### src/rtl/cpu_types_pkg.sv
// Shared CPU types: machine word, HALT encoding, fetch FSM states and
// the next-PC selector codes used between the fetch unit and its PC mux.
package cpu_types_pkg;

  typedef logic [31:0] word_t;

  localparam word_t HALT_WORD = 32'hFFFF_FFFF;

  typedef enum logic [0:0] {
    FETCH  = 1'b0,
    HALTED = 1'b1
  } fetch_state_t;

  typedef enum logic [1:0] {
    PC_HOLD   = 2'd0,
    PC_INC    = 2'd1,
    PC_TARGET = 2'd2
  } pc_sel_t;

  // Instruction addresses are word aligned; the low two bits are dropped.
  function automatic word_t align_word(input word_t addr);
    return addr & 32'hFFFF_FFFC;
  endfunction

endpackage

### src/rtl/fetch_pc_sel.sv
// Combinational next-PC mux: hold, sequential PC+4, or aligned redirect.
module fetch_pc_sel
  import cpu_types_pkg::*;
(
  input  pc_sel_t sel,
  input  word_t   pc,
  input  word_t   target,
  output word_t   pc_plus4,
  output word_t   pc_next
);

  // PC+4 wraps modulo 2^32 without any overflow indication.
  assign pc_plus4 = pc + 32'd4;

  // Pick the PC for the next cycle based on the fetch unit's decision.
  always_comb begin
    pc_next = pc;
    case (sel)
      PC_INC:    pc_next = pc_plus4;
      PC_TARGET: pc_next = align_word(target);
      default:   pc_next = pc;
    endcase
  end

endmodule

### src/rtl/fetch_unit.sv
// Instruction fetch stage: owns the PC, requests words from the icache,
// registers instr/PC+4 into IF/ID, follows redirects and parks on HALT.
module fetch_unit
  import cpu_types_pkg::*;
#(
  parameter word_t PC_INIT = 32'h0000_0000
) (
  input  logic        CLK,
  input  logic        RST,
  input  logic        ihit,
  input  logic [31:0] iload,
  output logic        iREN,
  output logic [31:0] iaddr,
  input  logic        stall,
  input  logic        pc_src,
  input  logic [31:0] target,
  output logic [31:0] instr,
  output logic        instr_valid,
  output logic [31:0] npc,
  output logic        halt
);

  fetch_state_t state_q, state_d;
  word_t        pc_q, pc_d;
  word_t        instr_q, instr_d;
  word_t        npc_q, npc_d;
  logic         valid_q, valid_d;
  pc_sel_t      pc_sel;
  word_t        pc_plus4;

  fetch_pc_sel u_pc_sel (
    .sel      (pc_sel),
    .pc       (pc_q),
    .target   (target),
    .pc_plus4 (pc_plus4),
    .pc_next  (pc_d)
  );

  // Next-state decision: redirect beats stall, stall freezes IF/ID,
  // a hit advances the PC, a miss inserts a bubble.
  always_comb begin
    state_d = state_q;
    instr_d = instr_q;
    npc_d   = npc_q;
    valid_d = valid_q;
    pc_sel  = PC_HOLD;
    case (state_q)
      FETCH: begin
        if (pc_src) begin
          pc_sel  = PC_TARGET;
          valid_d = 1'b0;
        end else if (!stall) begin
          if (ihit) begin
            pc_sel  = PC_INC;
            instr_d = iload;
            npc_d   = pc_plus4;
            valid_d = 1'b1;
            if (iload == HALT_WORD) begin
              state_d = HALTED;
            end
          end else begin
            valid_d = 1'b0;
          end
        end
      end
      HALTED: begin
        if (!stall) begin
          valid_d = 1'b0;
        end
      end
      default: begin
        state_d = FETCH;
      end
    endcase
  end

  // Register the PC, FSM state and the IF/ID boundary.
  always_ff @(posedge CLK) begin
    if (RST) begin
      state_q <= FETCH;
      pc_q    <= PC_INIT;
      instr_q <= '0;
      npc_q   <= '0;
      valid_q <= 1'b0;
    end else begin
      state_q <= state_d;
      pc_q    <= pc_d;
      instr_q <= instr_d;
      npc_q   <= npc_d;
      valid_q <= valid_d;
    end
  end

  assign iREN        = !RST && (state_q == FETCH) && !stall;
  assign iaddr       = pc_q;
  assign halt        = (state_q == HALTED);
  assign instr       = instr_q;
  assign npc         = npc_q;
  assign instr_valid = valid_q;

endmodule

### config.mk
export PLATFORM = sky130hd
export DESIGN_NAME = fetch_unit
export DESIGN_NICKNAME = d
export VERILOG_FILES = /design/src/rtl/cpu_types_pkg.sv /design/src/rtl/fetch_pc_sel.sv /design/src/rtl/fetch_unit.sv
export SDC_FILE = /design/constraint.sdc
export NUM_CORES = 1
export LEC_CHECK = 0
export CAP_MARGIN = 20
export CORE_AREA = 2 2 98 100
export DETAILED_ROUTE_END_ITERATION = 8
export DIE_AREA = 0 0 100 102
export PLACE_DENSITY = 0.88
export SLEW_MARGIN = 10
export SYNTH_ARGS = -nofsm -noshare
export SYNTH_HDL_FRONTEND = slang
export SYNTH_SLANG_ARGS = --single-unit
### constraint.sdc
create_clock -name CLK -period 6.69 [get_ports CLK]
set_input_delay 1.338 -clock CLK [delete_from_list [all_inputs] [get_ports CLK]]
set_output_delay 1.338 -clock CLK [all_outputs]
set_load 0.02 [all_outputs]
==> results by group, run 1 <==
Setup path
  • Critical path class: input pin to output pin
  • Total buffers and inverters traversed by the critical path: 2
  • Cell seen most often among critical-path stages: sky130_fd_sc_hd__clkdlybuf4s50_1
  • Chain of cells forming the critical path: clkdlybuf4s50_1, nor3_1, clkdlybuf4s50_1
  • Startpoint type of the worst setup path: input pin
  • Data required, critical path: 5.35 ns
  • CP max FO: 5
  • WP data arrival: 2.73 ns
  • Cell with the largest stage delay on the worst path: sky130_fd_sc_hd__clkdlybuf4s50_1
  • Endpoint type of the worst setup path: output pin
  • Largest delay share family, worst path: buffers and inverters
  • Delay contributed by the slowest stage of the critical path: 0.66 ns

Finish
  • Number of diodes: 0
  • Total non-filler cell area in the finished layout: 0.00607 mm2
  • Share of layout cells above drive strength 1: 0.0459
  • Layout fillers: 788
  • Number of nets in the final layout: 741
  • Finished Core Util: 0.667
  • Footprint of the flip-flops and latches: 0.00188 mm2
  • Area delta synth->final: 43.3%
  • Filler-free cell count of the finished design: 787
  • Area used by multi-input combinational logic: 0.00215 mm2

Clock network
  • Clock buffer count from CTS: 9
  • Number of setup buffers added after CTS: 0
  • Clock transition at the registers of the reported paths: 0.08 ns
  • PostCTS Resize Cnt: 0
  • Number of buffers inserted for hold repair after clock tree synthesis: 0
  • Root buffer cell: sky130_fd_sc_hd__clkbuf_8
  • Longest Clk Path Bufs: 2
  • TritonCTS clock tree: done
  • Sink Count: 94
  • Clock latency on the worst-skew pair: 0.35 ns
  • Number of H-tree branching levels: 3

Synth
  • Gate Count Post-Synth: 535
  • Total of warnings raised by yosys: 0
  • Post-synthesis instance area: 0.00424 mm2
  • Post-synthesis async set-or-reset flop share: 0
  • Synth cell types: 50
  • Per-instance average area after synthesis: 7.92 um2
  • Post-synthesis sequential element count: 94
  • Post-synth EDFFs: 0
  • Main synth FF type: sky130_fd_sc_hd__dfxtp_1
  • Proportion of synthesized chip area in sequential cells: 0.444

Place
  • Final Wtd Congestion: 0.901
  • Post-DP Area: 0.00586 mm2
  • Setup WS pre-CTS: 2.56 ns
  • DP Cell Count: 771
  • Count of input and output buffers: 161
  • Placed wire-length estimate: 9520 um

Timing
  • RSZ-0062 raised after global routing: false
  • Final Hold Violating Endpoints: 0
  • Share of the clock period used by the worst path after layout: 0.608
  • Maximum clock rate: 0.246 GHz
  • Clock period minus worst slack: 4.07 ns
  • Worst-Margin Slew: 0.878 ns
  • Final slew viol count: 0
  • # setup viols final: 0
  • Worst hold slack: 0.456 ns
  • Tightest slew margin relative to the limit: 0.415
  • Worst path setup slack after routing: 2.62 ns
  • Maximum clock skew at final layout: 0.0167 ns
  • Final-layout setup total negative slack: 0 ns

Route
  • Routed via count: 4,550
  • DRT Wirelength: 13,300 um
  • Number of DRC violations after detailed routing: 0
  • Total iterations of the first detailed-routing run: 5
  • Routed len/inst: 16.9 um
  • Vias per inst: 5.78
  • DR iter-0 viols: 268
  • Number of nets still failing antenna checks after routing: 0

Floorplanning
  • Die W: 100 um
  • Vertical extent of the die: 102 um
  • Die area: 0.0102 mm2
  • Total number of placement rows: 35
  • Placeable core region: 0.00911 mm2
  • Ports: 168
  • Starting utilization of the core area: 0.465

Power
  • Worst supply voltage drop on vdd: 0.131 mV
  • Total power per unit cell area: 200 mW/mm2
  • Leakage power of the design: 2.07 nW
  • Overall power consumption: 1.22 mW

Global routing
  • Grt ovf: 0
  • Number of global-route vias before repair: 4,361
  • Number of antenna violations at the first check in global routing: 0
  • Maximum number of pins on one net before global-route repair: 83
  • First-pass GRT wire length: 21,100 um
  • Overall Global Routing Usage: 0.256

Min path
  • HP Class: flip-flop to flip-flop

Run status
  • Outcome: completed

Flow run
  • Number of max-cap violations: 0
state kept, by name (all words and copies together) (netlist names):
name	flops
iaddr	30
npc	30
halt	1
instr	32
instr_valid	1
worst paths after layout:
| path | from | end | slack [ns] | depth (start not counted) |
|---|---|---|---|---|
| worst max-delay path | stall | iREN | 2.62 | 3 |
| worst min-delay path | instr[23]$_SDFFE_PP0P_ | instr[23]$_SDFFE_PP0P_ | 0.46 | 2 |
| worst max register to register | halt$_SDFF_PP0_ | iaddr[4]$_SDFFE_PP0P_ | 4.02 | 6 |
| worst min register to register | instr[23]$_SDFFE_PP0P_ | instr[23]$_SDFFE_PP0P_ | 0.46 | 2 |
cell usage after synthesis, types with 6 or more instances:
| cell type | count | area (um2) |
|---|---|---|
| sky130_fd_sc_hd__nand2_1 | 101 | 379 |
| sky130_fd_sc_hd__dfxtp_1 | 94 | 1880 |
| sky130_fd_sc_hd__a21oi_1 | 72 | 360 |
| sky130_fd_sc_hd__clkbuf_1 | 34 | 128 |
| sky130_fd_sc_hd__nor2_1 | 31 | 116 |
| sky130_fd_sc_hd__o21ai_0 | 30 | 150 |
| sky130_fd_sc_hd__nand3_1 | 16 | 80.1 |
| sky130_fd_sc_hd__xnor2_1 | 16 | 140 |
| sky130_fd_sc_hd__nor3_1 | 14 | 70.1 |
| sky130_fd_sc_hd__nand4_1 | 11 | 68.8 |
| sky130_fd_sc_hd__a31oi_1 | 10 | 62.6 |
| sky130_fd_sc_hd__nor4_1 | 9 | 56.3 |
| sky130_fd_sc_hd__a211oi_1 | 8 | 60.1 |
| sky130_fd_sc_hd__and3_1 | 8 | 50.1 |
| sky130_fd_sc_hd__inv_1 | 7 | 26.3 |
| sky130_fd_sc_hd__and4_1 | 6 | 52.6 |
| sky130_fd_sc_hd__o22ai_1 | 6 | 37.5 |
| sky130_fd_sc_hd__xor2_1 | 6 | 52.6 |
final cells by class:
cell class / instances / share of cell area
clock buffer: 12 / 0.0255
multi-input combinational: 392 / 0.354
inverter: 7 / 0.00433
clock inverter: 4 / 0.00906
sequential: 94 / 0.310
tap: 111 / 0.0229
timing repair buffer: 167 / 0.274
cells by family (layout without fill, tap and decap cells):
logic type                 after synthesis  in the layout  synth area share
other                                    1              4          0.000885
buffers and inverters                   52            190            0.0528
DFF                                     94             94             0.444
xor gates and xnor gates                22             22            0.0455
adders and majority gates                1              1           0.00295
and+or+nand+nor                        215            215             0.246
muxes                                    1              1           0.00236
AOI/OAI and AO/OA                      149            149             0.205
worst reg2reg max path, stage by stage (launching register included):
cell                       delay [ns]
sky130_fd_sc_hd__dfxtp_1         0.39
sky130_fd_sc_hd__or4b_2          0.90
sky130_fd_sc_hd__buf_4           0.42
sky130_fd_sc_hd__nand2_1         0.34
sky130_fd_sc_hd__o21ai_0         0.16
sky130_fd_sc_hd__a221oi_1        0.26
sky130_fd_sc_hd__nor2_1          0.07
cell usage in the layout (no fill, tap or decap), types with 4 or more instances in the layout:
cell / Yosys / layout
sky130_fd_sc_hd__a211oi_1: 8 / 8
sky130_fd_sc_hd__a21oi_1: 72 / 72
sky130_fd_sc_hd__a221oi_1: 4 / 4
sky130_fd_sc_hd__a222oi_1: 4 / 4
sky130_fd_sc_hd__a31oi_1: 10 / 10
sky130_fd_sc_hd__and3_1: 8 / 8
sky130_fd_sc_hd__and4_1: 6 / 6
sky130_fd_sc_hd__buf_4: 4 / 5
sky130_fd_sc_hd__clkbuf_8: 0 / 11
sky130_fd_sc_hd__clkdlybuf4s50_1: 0 / 160
sky130_fd_sc_hd__conb_1: 1 / 4
sky130_fd_sc_hd__dfxtp_1: 94 / 94
sky130_fd_sc_hd__inv_1: 7 / 7
sky130_fd_sc_hd__nand2_1: 101 / 101
sky130_fd_sc_hd__nand3_1: 16 / 16
sky130_fd_sc_hd__nand4_1: 11 / 11
sky130_fd_sc_hd__nor2_1: 31 / 31
sky130_fd_sc_hd__nor3_1: 14 / 14
sky130_fd_sc_hd__nor4_1: 9 / 9
sky130_fd_sc_hd__o21ai_0: 30 / 30
sky130_fd_sc_hd__o22ai_1: 6 / 6
sky130_fd_sc_hd__xnor2_1: 16 / 16
sky130_fd_sc_hd__xor2_1: 6 / 6
report_power, final:
part	switching [mW]	leakage (nW)	total [mW]	internal [mW]
Sequential	0.0268	0.768	0.611	0.584
Combinational	0.108	1.20	0.212	0.104
Clock	0.199	0.103	0.394	0.195
layer usage:
metal  routed length, um  track usage  vias up
met1                5270        0.304     2159
met3                1230       0.0848       23
li1                    -            -     2159
met2                6500        0.438      209
met5                   0            0        -
met4                 332       0.0864        0
No activity file was read; power rests on OpenSTA's default activity.
==> run 2, diff against run 1 <==
--- a/config.mk
+++ b/config.mk
@@ -6,10 +6,10 @@
 export NUM_CORES = 1
 export LEC_CHECK = 0
 export CAP_MARGIN = 20
-export CORE_AREA = 2 2 98 100
+export CORE_AREA = 2 2 102 104
 export DETAILED_ROUTE_END_ITERATION = 8
-export DIE_AREA = 0 0 100 102
-export PLACE_DENSITY = 0.88
+export DIE_AREA = 0 0 104 106
+export PLACE_DENSITY = 0.82
 export SLEW_MARGIN = 10
 export SYNTH_ARGS = -nofsm -noshare
 export SYNTH_HDL_FRONTEND = slang
==> constraint.sdc (replaced) <==
create_clock -name CLK -period 4 [get_ports CLK]
set_input_delay 0.8 -clock CLK [delete_from_list [all_inputs] [get_ports CLK]]
set_output_delay 0.8 -clock CLK [all_outputs]
set_load 0.02 [all_outputs]
==> run 2 against run 1 <==
Via count decreased by 2.1%; setup slack got worse by 1.6 ns; combinational power increased by 66%; first-iteration DRC count decreased by 7.5%; wire length decreased by 1.2%; count of clock-buffer cells in the layout decreased by 1; largest power group unchanged; highest routed layer unchanged.
==> results by group, run 2 (same netlist as run 1, synthesis figures left out) <==
Place
  • Placed wire-length estimate: 9280 um
  • Final Wtd Congestion: 0.907
  • Count of input and output buffers: 161

Global routing
  • Maximum number of pins on one net before global-route repair: 82
  • Number of global-route vias before repair: 4,260
  • First-pass GRT wire length: 20,800 um
  • Grt ovf: 0
  • Number of antenna violations at the first check in global routing: 0
  • Overall Global Routing Usage: 0.233

Route
  • Routed via count: 4,456
  • Total iterations of the first detailed-routing run: 5
  • Vias per inst: 5.49
  • Routed len/inst: 16.2 um
  • DR iter-0 viols: 248
  • Number of nets still failing antenna checks after routing: 0
  • Number of DRC violations after detailed routing: 0
  • DRT Wirelength: 13,200 um

Power
  • Overall power consumption: 1.95 mW
  • Leakage power of the design: 2.05 nW
  • Total power per unit cell area: 323 mW/mm2
  • Worst supply voltage drop on vdd: 0.199 mV

Clock network
  • Number of setup buffers added after CTS: 0
  • Clock latency on the worst-skew pair: 0.36 ns
  • TritonCTS clock tree: done
  • Clock buffer count from CTS: 9
  • Clock transition at the registers of the reported paths: 0.09 ns
  • Root buffer cell: sky130_fd_sc_hd__clkbuf_8
  • Number of buffers inserted for hold repair after clock tree synthesis: 0
  • Longest Clk Path Bufs: 2
  • PostCTS Resize Cnt: 0
  • Sink Count: 94
  • Number of H-tree branching levels: 3

Setup path
  • CP max FO: 5
  • Beginning of the critical path: stall
  • Startpoint type of the worst setup path: input pin
  • Endpoint type of the worst setup path: output pin
  • Data required, critical path: 3.20 ns
  • Startpoint of the lowest-slack register-to-register path: iaddr[2]$_SDFFE_PP0P_
  • WP data arrival: 2.16 ns
  • Setup slack of the most critical reg-to-reg path: 1.49 ns
  • Worst r2r dst: iaddr[28]$_SDFFE_PP0P_
  • Critical path class: input pin to output pin
  • Crit path capture: iREN
  • Cell depth of the worst flop-to-flop path: 6

Timing
  • Tightest slew margin relative to the limit: 0.423
  • Share of the clock period used by the worst path after layout: 0.739
  • Final Hold Violating Endpoints: 0
  • Final-layout setup total negative slack: 0 ns
  • Maximum clock rate: 0.338 GHz
  • Worst-Margin Slew: 0.866 ns
  • Clock period minus worst slack: 2.96 ns
  • Final slew viol count: 0
  • RSZ-0062 raised after global routing: false
  • # setup viols final: 0
  • Maximum clock skew at final layout: 0.00675 ns
  • Worst hold slack: 0.456 ns

Finish
  • Area used by multi-input combinational logic: 0.00215 mm2
  • Number of flip-flops in the largest register: 32
  • Number of nets in the final layout: 740
  • Finished Core Util: 0.605
  • Most frequent standard cell in the layout excluding fill and tap cells: sky130_fd_sc_hd__clkdlybuf4s50_1
  • Footprint of the flip-flops and latches: 0.00188 mm2
  • Layout fillers: 895
  • Area delta synth->final: 42.7%
  • Share of layout cells above drive strength 1: 0.0444
  • Most frequent cells in the layout: 160 x sky130_fd_sc_hd__clkdlybuf4s50_1, 101 x sky130_fd_sc_hd__nand2_1, 94 x sky130_fd_sc_hd__dfxtp_1
  • Number of diodes: 0

Floorplanning
  • Ports: 168
  • Die area: 0.0110 mm2
  • Total number of placement rows: 37
  • Placeable core region: 0.0100 mm2
  • Die W: 104 um
  • Vertical extent of the die: 106 um
  • Starting utilization of the core area: 0.424

Flow run
  • Number of max-cap violations: 0

Run status
  • Outcome: completed

Min path
  • HP Class: flip-flop to flip-flop
-- run 2: cell count changes in the layout (fill, tap and decap cells not counted) --
cell	delta
sky130_fd_sc_hd__clkinv_2	+3
sky130_fd_sc_hd__clkinvlp_4	-1
sky130_fd_sc_hd__clkbuf_8	-1
sky130_fd_sc_hd__clkinv_4	-2
sky130_fd_sc_hd__buf_12	-1
sky130_fd_sc_hd__bufinv_16	-1
sky130_fd_sc_hd__inv_6	+2
-- run 2: worst min-delay path by stage --
stage,from,slack (ns),cells past startpoint,endpoint
after floorplan,npc[16]$_SDFFE_PP0P_,0.53,2,npc[16]$_SDFFE_PP0P_
after global placement,instr[11]$_SDFFE_PP0P_,0.44,2,instr[11]$_SDFFE_PP0P_
after detailed placement,instr[10]$_SDFFE_PP0P_,0.45,2,instr[10]$_SDFFE_PP0P_
after CTS,instr[10]$_SDFFE_PP0P_,0.46,2,instr[10]$_SDFFE_PP0P_
after global routing,npc[16]$_SDFFE_PP0P_,0.48,2,npc[16]$_SDFFE_PP0P_
final,instr[29]$_SDFFE_PP0P_,0.46,2,instr[29]$_SDFFE_PP0P_
-- run 2: cell type report --
cell class | instances | area share
timing repair buffer | 166 | 0.272
multi-input combinational | 392 | 0.356
clock inverter | 5 | 0.00538
sequential | 94 | 0.311
clock buffer | 11 | 0.0234
tap | 136 | 0.0281
inverter | 7 | 0.00434
-- run 2: layer usage --
metal	GRT usage	part of all wire	vias to the layer above	wire length, um
met4	0.0734	0.015	0	197
met3	0.0699	0.084	16	1110
met2	0.402	0.49	170	6460
met1	0.278	0.41	2107	5410
li1	-	-	2163	-
met5	0	0	-	0
-- run 2: power breakdown --
group / internal [mW] / switching, mW / total (mW)
Sequential: 0.977 / 0.0445 / 1.02
Combinational: 0.173 / 0.179 / 0.352
Clock: 0.245 / 0.334 / 0.579
Total: 1.39 / 0.557 / 1.95
-- run 2: critical path: stages --
cell,delay (ns)
sky130_fd_sc_hd__clkdlybuf4s50_1,0.49
sky130_fd_sc_hd__nor3_1,0.21
sky130_fd_sc_hd__clkdlybuf4s50_1,0.65
-- run 2: stage by stage --
step                cells  setup slack, ns  area, um2
floorplan             538             1.54       4250
global route          811            0.982       6050
global placement      795            0.949       5870
finish                811             1.04       6050
CTS                   811             1.03       6050
detailed placement    795            0.878       5870
